===== config.mk =====
export PLATFORM = sky130hd
export DESIGN_NAME = dsp_terminal_count_counter
export DESIGN_NICKNAME = d
export VERILOG_FILES = /design/src/rtl/dsp_terminal_count_counter.sv
export SDC_FILE = /design/constraint.sdc
export NUM_CORES = 1
export LEC_CHECK = 0
export CAP_MARGIN = 0
export CELL_PAD_IN_SITES_DETAIL_PLACEMENT = 1
export CELL_PAD_IN_SITES_GLOBAL_PLACEMENT = 1
export CORE_MARGIN = 1.5
export CORE_UTILIZATION = 33
export DETAILED_ROUTE_END_ITERATION = 6
export PLACE_DENSITY_LB_ADDON = 0.2
export SLEW_MARGIN = 20
export SYNTH_ARGS = -nofsm -noshare
export SYNTH_HDL_FRONTEND = slang
export SYNTH_SLANG_ARGS = --single-unit

===== constraint.sdc =====
create_clock -name clk_i -period 5.2 [get_ports clk_i]
set_input_delay 1.04 -clock clk_i [delete_from_list [all_inputs] [get_ports clk_i]]
set_output_delay 1.04 -clock clk_i [all_outputs]
set_load 0.02 [all_outputs]

===== src/rtl/dsp_terminal_count_counter.sv =====
`default_nettype none
// ============================================================================
// Module   : dsp_terminal_count_counter
// Brief    : 48-bit enable-gated up-counter that emits a one-cycle pulse at
//            its terminal count, optionally halting there until reset.
// Revision : 1.0 - initial release
// ============================================================================
module dsp_terminal_count_counter #(
  parameter string       FIXED_TCOUNT       = "TRUE",
  parameter logic [47:0] FIXED_TCOUNT_VALUE = 48'd375000000,
  parameter string       HALT_AT_TCOUNT     = "TRUE"
) (
  input  logic        clk_i,
  input  logic        rst_i,
  input  logic        count_i,
  input  logic [47:0] tcount_i,
  output logic [47:0] count_o,
  output logic        tcount_reached_o
);

  localparam bit c_halt = (HALT_AT_TCOUNT == "TRUE");

  logic [47:0] w_tc;
  logic        w_match;
  logic [47:0] r_cnt;
  logic        r_halted;
  logic        r_pulse;

  if (FIXED_TCOUNT == "TRUE") begin : g_fixed_tc
    logic w_unused_tcount;
    assign w_unused_tcount = ^tcount_i;
    assign w_tc            = FIXED_TCOUNT_VALUE;
  end else begin : g_port_tc
    assign w_tc = tcount_i;
  end

  // A zero terminal count must never match, even when the count wraps to all-ones.
  assign w_match = count_i && !r_halted && (w_tc != 48'd0) && (r_cnt == (w_tc - 48'd1));

  always_ff @(posedge clk_i) begin
    if (rst_i) begin
      r_cnt    <= 48'd0;
      r_halted <= 1'b0;
      r_pulse  <= 1'b0;
    end else if (w_match) begin
      r_pulse <= 1'b1;
      if (c_halt) begin
        r_cnt    <= w_tc;
        r_halted <= 1'b1;
      end else begin
        r_cnt <= 48'd0;
      end
    end else begin
      r_pulse <= 1'b0;
      if (count_i && !r_halted) begin
        r_cnt <= r_cnt + 48'd1;
      end
    end
  end

  assign count_o          = r_cnt;
  assign tcount_reached_o = r_pulse;

endmodule
`default_nettype wire


==> out/qor.yml <==
die:
  die_area_um2: 8090
  rows: 31
  ios: 100
  die_x_um: 90.0
  start_util_pct: 34.2
  core-area_um2: 7290
  die_h_um: 90.0
finish:
  fillCellCount: 915
  final_cell_mix: "nor2_1, clkdlybuf4s50_1, dfxtp_1"
  drive_above_1_share_pct: 4.24
  seq_area_um2: 1000
  synthToLayoutAreaGrowth_pct: 28.2
  final_common_cell: "nor2_1"
  multi_input_area_um2: 1410
  diodes: 0
  fin_nets: 405
  stdcell_count: 453
setup_path:
  worstPathMaxFanout: 23
  crit-reg2reg-launch: "count_o[14]$_SDFFE_PP0P_"
  crit_chain: "clkdlybuf4s50_1, and4b_1, nand2_1, or4b_4, nand2b_1, buf_4, nor2_1"
  r2r.worst_path.cells: 6
  critPathArrivalTime_ns: 3.50
  cpMaxStageDelayCell: "clkdlybuf4s50_1"
  path_class: "primary input to register"
  cp-end-kind: "register"
  crit_required_ns: 5.40
  crit_family: "simple AND/OR/NAND/NOR gates"
  path_buf_inv: 2
  slowest_delay_ns: 0.52
  r2r_setup_slack_ns: 2.55
  start_kind: "primary input"
  timing.rr.end: "count_o[35]$_SDFFE_PP0P_"
clocking:
  clk_latency_ns: 0.31
  path_clk_slew_ns: 0.10
  cts_buffer_depth: 2
  post-cts-setup-buffers: 0
  clock_sinks: 50
  cts-root-buf: "clkbuf_8"
  cts_hold_buffers: 0
  h-tree-depth: 2
  cts_buffers: 5
  cts_tree: "done"
  cts_resized: 0
grt:
  grt_usage_pct: 19.1
  grt_pass1_vias: 2515
  grt_pass1_wl_um: 12400
  grt-ovfl-total: 0
  antenna_found_initial: 0
  grt_start_max_net_pins: 24
timing:
  hold_ws_ns: 0.495
  worstMarginPinSlew_ns: 0.932
  fin_tns_setup_ns: 0
  setup_viol: 0
  post-route-period-util_pct: 63.4
  hold_violations: 0
  slew_headroom_pct: 37.3
  finClkSkew_ns: 0.00811
  min_period_ns: 3.30
  drv_slew: 0
  max_freq_mhz: 303
  rsz0062_at_grt: "no"
  worst_slack_ns: 1.90
synth:
  syn-cell-area_um2: 2500
  async_flop_share_pct: 0
  yosysSeqAreaShare_pct: 40.1
  yosysWarnings: 0
  synth_edf_count: 0
  syn_avg_cell_area_um2: 8.29
  synthFlopType: "dfxtp_1"
  ys_ff_latch: 50
  syn_nets: 353
  synth_cell_types: 31
  synthCells: 301
power:
  finalPower_uw: 689
  leakagePower_nw: 1.02
  powerDensity_nw_per_um2: 215
  peakVddDrop_mv: 0.0932
job:
  drv_cap: 0
place:
  post-place-ws_ns: 1.58
  place_inst: 445
  globalplace.congestion: 0.809
  hpwl_um: 5680
  io_buffers: 51
run_status:
  outcome: "complete, no violations"
worst_hold_path:
  hold_path.class: "register to register"
  hp-start: "r_halted$_SDFFE_PP0P_"
  holdPathEnd: "r_halted$_SDFFE_PP0P_"
  hold_depth: 2
routing:
  post_drt_wl_per_cell_um: 16.8
  drt-total-wl_um: 7620
  route.detailed.drc: 0
  drtIter0Drc: 78
  vias_per_cell: 5.34
  firstDrtPassIters: 4
  num_vias: 2420
  ant_nets: 0
cell families (layout without fill, tap and decap cells):
kind of cell	after synthesis	count (layout)	synth area share, %
and+or+nand+nor	181	181	38.5
DFF	50	50	40.1
xor gates and xnor gates	42	42	14.7
buffers and inverters	15	68	3.51
AOI/OAI and AO/OA	11	11	2.21
adders and majority gates	1	1	0.501
muxes	1	1	0.401
worst reg2reg max path: stages (launching register included):
cell,delay (ns)
dfxtp_1,0.41
or4_1,0.51
nor3_1,0.18
or4b_4,0.49
nand2b_1,0.47
buf_4,0.40
nor2_1,0.08
state kept, by name (all words and copies together), names as in the netlist:
signal,count
count_o,48
r_halted,1
tcount_reached_o,1
where the power goes:
group | internal, mW | switching (mW) | total [mW]
combinational | 0.00750 | 0.0125 | 0.0200
clock | 0.144 | 0.138 | 0.283
sequential | 0.384 | 0.00200 | 0.386
layer usage:
metal,share of wire [%],GRT usage (%)
met5,0,0
met3,4.0,2.96
met1,49,25.8
met2,47,32.4
met4,0.77,3.57
final cells by class:
class / instances / area share (%)
clock buffer: 5 / 2.15
clock inverter: 3 / 1.37
inverter: 6 / 0.704
multi-input combinational: 236 / 44.0
sequential: 50 / 31.3
tap: 99 / 3.87
timing repair buffer: 54 / 16.7
metrics by stage:
step / utilization (%) / instance area (um^2)
floorplan: - / 2500
global placement: 42.3 / 3090
detailed placement: 42.3 / 3090
CTS: 43.9 / 3200
global route: 43.9 / 3200
finish: 43.9 / 3200
cell usage after synthesis, types with 2 or more instances:
library cell	number	share of area, %
nor2b_1	2	0.50
xnor2_1	12	4.2
nor4_1	19	4.8
xor2_1	30	11
o21ai_0	5	1.0
nor4b_1	2	0.70
a21oi_1	6	1.2
dfxtp_1	50	40
and4b_1	2	0.80
inv_1	6	0.90
buf_6	4	1.8
or3_1	5	1.3
and4_1	2	0.70
nand3_1	18	3.6
nand2_1	21	3.2
nand4_1	32	8.0
nor2_1	56	8.4
nor3_1	7	1.4
and3_1	6	1.5
clkbuf_1	4	0.60
nand4b_1	2	0.70
worst max path at each step:
stage	from	end	slack [ns]	cells past startpoint
finish	count_i	count_o[35]$_SDFFE_PP0P_	1.90	7
global route	count_i	count_o[33]$_SDFFE_PP0P_	1.72	7
CTS	count_i	count_o[12]$_SDFFE_PP0P_	1.91	7
detailed placement	count_i	count_o[12]$_SDFFE_PP0P_	1.58	7
global placement	count_i	count_o[40]$_SDFFE_PP0P_	1.54	7
floorplan	count_i	count_o[3]$_SDFFE_PP0P_	2.89	7
Power figures use the tool's default switching activity.
